### config.mk
export PLATFORM = sky130hd
export DESIGN_NAME = instruction_fetch_queue
export DESIGN_NICKNAME = d
export VERILOG_FILES = /design/src/rtl/ifq_pkg.sv /design/src/rtl/ifq_fifo.sv /design/src/rtl/instruction_fetch_queue.sv
export SDC_FILE = /design/constraint.sdc
export NUM_CORES = 2
export LEC_CHECK = 0
export ABC_AREA = 0
export CORE_MARGIN = 4
export CORE_UTILIZATION = 30
export CTS_BUF_LIST = sky130_fd_sc_hd__clkbuf_8
export CTS_CLUSTER_DIAMETER = 50
export DETAILED_ROUTE_END_ITERATION = 7
export DONT_BUFFER_PORTS = 1
export HOLD_SLACK_MARGIN = 0.05
export MAX_ROUTING_LAYER = met4
export PLACE_DENSITY = 0.47
export SLEW_MARGIN = 0
export SYNTH_ARGS = -nofsm -noshare
export SYNTH_HDL_FRONTEND = slang
export SYNTH_SLANG_ARGS = --single-unit
export TNS_END_PERCENT = 10
### constraint.sdc
create_clock -name clk -period 11.4 [get_ports clk]
set_clock_uncertainty 0.1 [all_clocks]
set_input_delay 3.42 -clock clk [delete_from_list [all_inputs] [get_ports clk]]
set_output_delay 3.42 -clock clk [all_outputs]
set_load 0.1 [all_outputs]
### src/rtl/ifq_pkg.sv
`default_nettype none
// ============================================================================
// Module   : ifq_pkg
// Brief    : Shared state encoding and PC helpers for the instruction fetch queue.
// Revision : 1.0
// ============================================================================
package ifq_pkg;

    localparam logic [0:0] ST_LOAD = 1'b0;
    localparam logic [0:0] ST_RUN  = 1'b1;

    // PCs are widened to this width before indexing so range checks never truncate.
    localparam int PC_EXT_W = 64;

    function automatic logic [PC_EXT_W-1:0] pc_to_word(input logic [PC_EXT_W-1:0] pc);
        return {2'b00, pc[PC_EXT_W-1:2]};
    endfunction

endpackage
`default_nettype wire

### src/rtl/ifq_fifo.sv
`default_nettype none
// ============================================================================
// Module   : ifq_fifo
// Brief    : Synchronous prefetch FIFO with flush, occupancy count and head view.
// Revision : 1.0
// ============================================================================
module ifq_fifo #(
    parameter int WIDTH = 65,
    parameter int DEPTH = 4,
    parameter int CNT_W = $clog2(DEPTH) + 1
) (
    input  logic             clk,
    input  logic             rst,
    input  logic             push,
    input  logic [WIDTH-1:0] push_data,
    input  logic             pop,
    input  logic             flush,
    output logic [CNT_W-1:0] count,
    output logic [WIDTH-1:0] head
);

    localparam logic [CNT_W-1:0] c_full = CNT_W'(DEPTH);
    localparam logic [CNT_W-2:0] c_ptr_one = (CNT_W-1)'(1);

    logic [WIDTH-1:0] r_mem [DEPTH];
    logic [CNT_W-2:0] r_wr_ptr;
    logic [CNT_W-2:0] r_rd_ptr;
    logic [CNT_W-1:0] r_count;
    logic             w_do_pop;
    logic             w_do_push;

    assign w_do_pop  = pop && (r_count != '0);
    // A full FIFO may still accept a push when the head leaves in the same cycle.
    assign w_do_push = push && ((r_count != c_full) || w_do_pop);

    always_ff @(posedge clk or posedge rst) begin
        if (rst) begin
            r_wr_ptr <= '0;
            r_rd_ptr <= '0;
            r_count  <= '0;
        end else if (flush) begin
            r_wr_ptr <= '0;
            r_rd_ptr <= '0;
            r_count  <= '0;
        end else begin
            if (w_do_push) r_wr_ptr <= r_wr_ptr + c_ptr_one;
            if (w_do_pop)  r_rd_ptr <= r_rd_ptr + c_ptr_one;
            r_count <= r_count + CNT_W'(w_do_push) - CNT_W'(w_do_pop);
        end
    end

    always_ff @(posedge clk) begin
        if (w_do_push && !flush) r_mem[r_wr_ptr] <= push_data;
    end

    assign count = r_count;
    assign head  = r_mem[r_rd_ptr];

endmodule
`default_nettype wire

### src/rtl/instruction_fetch_queue.sv
`default_nettype none
// ============================================================================
// Module   : instruction_fetch_queue
// Brief    : Loadable instruction RAM with auto-incrementing fetch, redirect and
//            a valid/ready prefetch queue towards the IF stage.
// Revision : 1.0
// ============================================================================
module instruction_fetch_queue
    import ifq_pkg::*;
#(
    parameter int                DATA_W     = 32,
    parameter int                DEPTH      = 64,
    parameter int                ADDR_W     = 32,
    parameter int                FIFO_DEPTH = 4,
    parameter logic [ADDR_W-1:0] RESET_PC   = '0,
    parameter logic [DATA_W-1:0] NOP        = '0
) (
    input  logic              clk,
    input  logic              rst,
    input  logic              load_en,
    input  logic [ADDR_W-1:0] load_addr,
    input  logic [DATA_W-1:0] load_data,
    input  logic              start,
    input  logic              redirect_valid,
    input  logic [ADDR_W-1:0] redirect_pc,
    output logic              out_valid,
    input  logic              out_ready,
    output logic [DATA_W-1:0] out_instr,
    output logic [ADDR_W-1:0] out_pc,
    output logic              out_fault,
    output logic              running
);

    localparam int WORD_AW = $clog2(DEPTH);
    localparam int c_cnt_w = $clog2(FIFO_DEPTH) + 1;
    localparam int c_ent_w = DATA_W + ADDR_W + 1;
    localparam logic [c_cnt_w-1:0]  c_fifo_full   = c_cnt_w'(FIFO_DEPTH);
    localparam logic [PC_EXT_W-1:0] c_depth_words = PC_EXT_W'(DEPTH);
    localparam logic [ADDR_W-1:0]   c_pc_step     = ADDR_W'(4);

    logic [0:0]          r_state;
    logic [0:0]          w_state_nxt;
    logic [ADDR_W-1:0]   r_fetch_pc;
    logic                r_inflight;
    logic [ADDR_W-1:0]   r_inflight_pc;
    logic                r_inflight_fault;
    logic [DATA_W-1:0]   r_rd_data;
    logic [DATA_W-1:0]   r_ram [DEPTH];

    logic                w_run;
    logic                w_redirect;
    logic                w_pop;
    logic                w_push;
    logic                w_issue;
    logic                w_fetch_oor;
    logic [c_cnt_w-1:0]  w_count;
    logic [c_cnt_w-1:0]  w_occ_next;
    logic [c_ent_w-1:0]  w_push_data;
    logic [c_ent_w-1:0]  w_head;
    logic [PC_EXT_W-1:0] w_fetch_word;
    logic [PC_EXT_W-1:0] w_load_word;
    logic                w_unused;

    assign w_run        = (r_state == ST_RUN);
    assign w_redirect   = w_run && redirect_valid;
    assign w_pop        = out_valid && out_ready;
    assign w_fetch_word = pc_to_word(PC_EXT_W'(r_fetch_pc));
    assign w_load_word  = pc_to_word(PC_EXT_W'(load_addr));
    assign w_fetch_oor  = (w_fetch_word >= c_depth_words);
    assign w_unused     = ^{w_load_word, redirect_pc[1:0]};

    // Reserve a slot for the read already in flight so a full FIFO never overflows.
    assign w_occ_next  = w_count - c_cnt_w'(w_pop) + c_cnt_w'(r_inflight);
    assign w_issue     = w_run && !w_redirect && (w_occ_next < c_fifo_full);
    assign w_push      = r_inflight && !w_redirect;
    assign w_push_data = {(r_inflight_fault ? NOP : r_rd_data), r_inflight_pc, r_inflight_fault};

    always_ff @(posedge clk or posedge rst) begin
        if (rst) r_state <= ST_LOAD;
        else     r_state <= w_state_nxt;
    end

    always_comb begin
        w_state_nxt = r_state;
        case (r_state)
            ST_LOAD: if (start) w_state_nxt = ST_RUN;
            default: w_state_nxt = ST_RUN;
        endcase
    end

    always_ff @(posedge clk or posedge rst) begin
        if (rst) begin
            r_fetch_pc       <= RESET_PC;
            r_inflight       <= 1'b0;
            r_inflight_pc    <= '0;
            r_inflight_fault <= 1'b0;
        end else begin
            r_inflight <= w_issue;
            if (w_issue) begin
                r_inflight_pc    <= r_fetch_pc;
                r_inflight_fault <= w_fetch_oor;
            end
            if (!w_run && start)  r_fetch_pc <= RESET_PC;
            else if (w_redirect)  r_fetch_pc <= {redirect_pc[ADDR_W-1:2], 2'b00};
            else if (w_issue)     r_fetch_pc <= r_fetch_pc + c_pc_step;
        end
    end

    // RAM contents survive reset; loads and fetches are mutually exclusive by state.
    always_ff @(posedge clk) begin
        if (!w_run && load_en) r_ram[w_load_word[WORD_AW-1:0]] <= load_data;
        if (w_issue)           r_rd_data <= r_ram[w_fetch_word[WORD_AW-1:0]];
    end

    ifq_fifo #(
        .WIDTH (c_ent_w),
        .DEPTH (FIFO_DEPTH),
        .CNT_W (c_cnt_w)
    ) u_fifo (
        .clk       (clk),
        .rst       (rst),
        .push      (w_push),
        .push_data (w_push_data),
        .pop       (w_pop),
        .flush     (w_redirect),
        .count     (w_count),
        .head      (w_head)
    );

    assign out_valid = (w_count != '0);
    assign out_instr = out_valid ? w_head[c_ent_w-1 -: DATA_W] : NOP;
    assign out_pc    = out_valid ? w_head[ADDR_W:1] : '0;
    assign out_fault = out_valid && w_head[0];
    assign running   = w_run;

endmodule
`default_nettype wire

# Yosys cells after proc, flatten, opt, wreduce, memory -nomap -nowiden
# Memories as Yosys holds them, arrays and structs flattened. A register that Yosys moved wholly into a read port is not among the register bits.
# Index checks and enable logic that the tools add are counted.
# classes
addsub	7
eq_ne	1
order_cmp	2
mux	17
n_reduce_logical	18
# op_table
operator	n
two-way mux 32 bit	6
adder 32 x 3 -> 32 bit (second input constant)	1
greater-or-equal comparator 30 x 7 -> 1 bit (second input constant)	1
logical AND 1 bit	11
two-way mux 2 bit	4
adder 3 x 1 -> 3 bit	2
two-way mux 1 bit	6
nonzero test 3 bit	2
subtractor 3 x 1 -> 3 bit	2
adder 2 x 1 -> 2 bit (second input constant)	2
nonzero test 2 bit	2
less-than comparator 3 bit (second input constant)	1
two-way mux 3 bit	1
inequality test 3 bit (second input constant)	1
zero test 1 bit	2
logical OR 1 bit	1
# totals
output_inout_bits	67
inputBits	102
n_memories	2
mem_bits_rw	2308
regBits	74
word_cells	55
# memory_table
memory	depth	word_bits	read_ports	rd_clocked_by_memory_dff	write_ports	line_no	source
r_ram	64	32	1	1	1	instruction_fetch_queue.sv:48	logic [DATA_W-1:0] r_ram [DEPTH];
u_fifo.r_mem	4	65	1	0	1	ifq_fifo.sv:25	logic [WIDTH-1:0] r_mem [DEPTH];

# Depth between registers and ports, before layout
# logic_depth
depth_word	9
depth_mapped	12
mapped_depth_nobuf	11

# Cells and area by module
# A second synthesis with hierarchy kept.
# unflattened
hier_cells	4747
hier_area_um2	94206.6
# by_module_without_submodules
module	n_inst	seq_area_each_um2	cells_each	area_each_um2
instruction_fetch_queue	1	64036.4	4363	84333.4
ifq_fifo	1	7982.7	384	9873.2

# Worst setup path before layout
# Ideal clock, no wire load.
# synth_timing
path_kind	input port to flip-flop
startpoint	in out_ready
endpoint	reg r_rd_data[0], read port of r_ram (enable)
stages	9
setup_ns	0.410
slack_ns	4.889
t_required_ns	10.890
arrival_time_ns	6.002
path_buffers	1
cell_sequence	and2_1 ha_1 inv_1 ha_1 and3b_1 or3_4 a21o_1 inv_2 clkbuf_1
# synth_via
elab_chain_cells	5
# synth_lines
element	line_no	source
from (decl)	instruction_fetch_queue.sv:27	input logic out_ready,
logical AND 1 bit	instruction_fetch_queue.sv:66	assign w_pop = out_valid && out_ready;
subtractor 3 x 1 -> 3 bit	instruction_fetch_queue.sv:73	assign w_occ_next = w_count - c_cnt_w'(w_pop) + c_cnt_w'(r_inflight);
adder 3 x 1 -> 3 bit	instruction_fetch_queue.sv:73	
less-than comparator 3 bit	instruction_fetch_queue.sv:74	assign w_issue = w_run && !w_redirect && (w_occ_next < c_fifo_full);
logical AND 1 bit	instruction_fetch_queue.sv:74	
net w_issue	instruction_fetch_queue.sv:54	logic w_issue;
to (decl)	instruction_fetch_queue.sv:47	logic [DATA_W-1:0] r_rd_data;
# The timed path passes the listed nets, and every way through them passes these cells.
# A chain may end at the register's enable or synchronous reset.

# Final worst setup path
# layout_timing
startpoint	reg u_fifo.r_rd_ptr[0]
endpoint	out out_instr[7]
# layout_via
elab_chain_cells	2
# layout_lines
element	line_no	source
from (decl)	ifq_fifo.sv:27	logic [CNT_W-2:0] r_rd_ptr;
from (signal assigned)	ifq_fifo.sv:47	if (w_do_pop) r_rd_ptr <= r_rd_ptr + c_ptr_one;
memory (4 x 65 bit)	--	
two-way mux 32 bit	instruction_fetch_queue.sv:131	assign out_instr = out_valid ? w_head[c_ent_w-1 -: DATA_W] : NOP;
to (decl)	instruction_fetch_queue.sv:28	output logic [DATA_W-1:0] out_instr,
# Every way passes these cells.

==> run metrics <==
Worst slew margin 6.50%; First DRT Iteration DRCs 4182; DIE AREA between 300000 and 400000 sq um; drt wl/cell 27.7 microns; Crit-path slowest cell and2_1; asr flop ratio synth 2.91%; post-synthesis sequential area ratio 76.5%; FP Rows 205; Syn Std Cell Area 93800 sq um; H-tree Lvls 5; Critical Path Max Stage Delay 850 ps; crit path buf inv count 1; WL final ~260000 microns; crit-path max FO 44; Die Span Y 567 microns; vias in the first global route 47700; Setup Buffers After CTS 0; # port buffers 0; pins over their slew limit 0; M1 WL 119000 microns; # clock sinks 2402; Yosys cell types 66; status complete, no violations; Initial Util 30.1%; largest net degree at the start of global routing ~130; flop and latch count out of synthesis 2402; Final setup viols 0; Top delay family on crit path simple AND/OR/NAND/NOR gates; Min-Delay Path Class flip-flop to flip-flop; syn avg cell area 19.9 sq um; antenna violation net count after detailed routing 0; DP Worst Slack 4910 ps; CP Class flip-flop to primary output; met3 wire len 15100 microns; area grow syn2layout 13.5%; crit start category flip-flop; worst skew pair latency 980 ps; DRT Pass-1 Iters 5; final setup TNS 0 ps; via count 47100; VDD IR max 0.000211 V; io pins 169; drt via density between 4 and 5; top layer in use met4; worst-path cell chain buf_4, mux4_2, and2_1; # DRC 0; Fin. Hold Viols 0; commonest non-fill, non-tap cell in the layout edfxtp_1; top_reg_cell synth edfxtp_1; minimum clock period 7310 ps; RSZ-0062 raised after global routing false; die width 567 microns; GPL Wtd Cong 0.774; Synth Instances 4717; arrival time worst endpoint 3790 ps; share of layout cells above drive strength 1 between 20% and 30%; grt total ovfl 0; GR Util All Layers 16.3%; worst setup margin 4090 ps; met2 wire len 120000 microns; maximum clock path buffer count 4; nets approximately 5100; initial antenna violation count 26; CP Data Required Time 7880 ps; Cells after DPL 8719; Root Driver clkbuf_8; CTS resizes 0; Leakage 33.5 nW; Worst Tran Pin Value 1390 ps; count of flip-flops with a built-in enable after synthesis 2332; total CTS buffers 396; hold buffer count at cts 0; clock slew at reported path FFs 60 ps; max_cap viols 0; Peak Freq 137 MHz; pwr/cell area about 230 nW/um^2; Synthesis Warnings 0; first-pass GRT wire length 367000 microns; Finished Layout Cells 9444; CTS tree built; highest-count cells in the layout ignoring fill and taps 2332 x edfxtp_1, 409 x clkbuf_8, 322 x mux2i_1; placed wire-length estimate 136000 microns; floorplan core area just over 300000 sq um; crit end category primary output; Final Cycle Share 64.1%
## where the power goes
group	switching (mW)	internal (mW)
registers	0.291	10.0
logic	5.15	2.66
clock network	3.39	3.42
total	8.84	16.1
## cell usage after synthesis (36+ instances only)
library cell / count / area (sq um)
nor4_1: 41 / 257
a211oi_1: 96 / 721
o22ai_1: 70 / 438
a21oi_1: 179 / 896
mux2_2: 256 / 2880
and2_1: 73 / 457
a221oi_1: 128 / 1120
nor2b_1: 98 / 613
buf_2: 77 / 385
nand2_1: 94 / 353
dfrtp_1: 70 / 1750
mux4_2: 319 / 7180
edfxtp_1: 2332 / 70000
o21ai_0: 36 / 180
nor2_1: 86 / 323
clkbuf_1: 143 / 537
mux2i_1: 322 / 3220
## cell type report
class	count	area (sq um)
Antenna cell	31	77.6
Clock inverter	285	1330
Clock buffer	409	5630
Timing Repair Buffer	156	1270
Sequential cell	2402	71800
Inverter	25	95.1
Multi-Input combinational cell	1996	21000
Fill cell	29500	205000
Tap cell	4140	5180
## per-stage QoR
step                util [%]  hold slack [ps]  power, mW  instance area (sq um)
floorplan                  -              376       15.9                  93800
global placement        31.9              393       18.4                  99400
detailed placement      31.9              405       18.4                  99400
CTS                     34.1              399       25.3                 106000
global route            34.1              408       26.1                 106000
finish                  34.1              397       25.0                 106000
## flip-flops by register name (all words and copies together), names as in the netlist
signal,cells
r_ram,2048
u_fifo.r_mem,252
r_rd_data,32
r_fetch_pc,30
r_inflight_pc,30
u_fifo.count,3
u_fifo.r_rd_ptr,2
u_fifo.r_wr_ptr,2
r_inflight,1
r_inflight_fault,1
running,1
## metal layers
| metal | track usage (%) | vias to the layer above |
|---|---|---|
| met5 | - | - |
| met4 | 4.44 | 0 |
| met3 | 2.87 | 383 |
| met2 | 24.5 | 1418 |
| met1 | 22.7 | 25200 |
| li1 | - | 20100 |
## worst paths after layout
path	from	endpoint	slack, ps	cells past startpoint
worst max-delay path	u_fifo.r_rd_ptr[0]$_DFFE_PP0P_	out_instr[7]	4090	3
worst min-delay path	r_inflight_pc[3]$_DFFE_PP0P_	u_fifo.r_mem[1][4]$_DFFE_PP_	400	0
worst max register to register	r_fetch_pc[2]$_DFFE_PP0P_	r_rd_data[26]$_DFFE_PP_	6010	7
worst min register to register	r_inflight_pc[3]$_DFFE_PP0P_	u_fifo.r_mem[1][4]$_DFFE_PP_	400	0
max in group asynchronous	rst	r_fetch_pc[2]$_DFFE_PP0P_	7880	2
min in group asynchronous	rst	r_inflight_pc[18]$_DFFE_PP0P_	2560	2
## worst register-to-register path, cell delays in order, from the launching register on
cell and delay (ps):
dfrtp_4 600, buf_4 540, buf_4 660, buf_4 800, mux4_2 650, mux2_2 320, a221oi_1 1010, nor4_1 340
## kinds of logic after synthesis
logic type,count (synthesis),share of synthesized area [%]
AO/OA/AOI/OAI,616,4.71
XOR/XNOR,5,0.0467
adder cells (fa/ha/maj),10,0.141
buffers and inverters,320,1.74
flip-flops,2402,76.5
multiplexers,897,14.2
other,1,0.00400
AND/OR/NAND/NOR,466,2.66
Note: power is estimated with default switching activity, not from simulation.
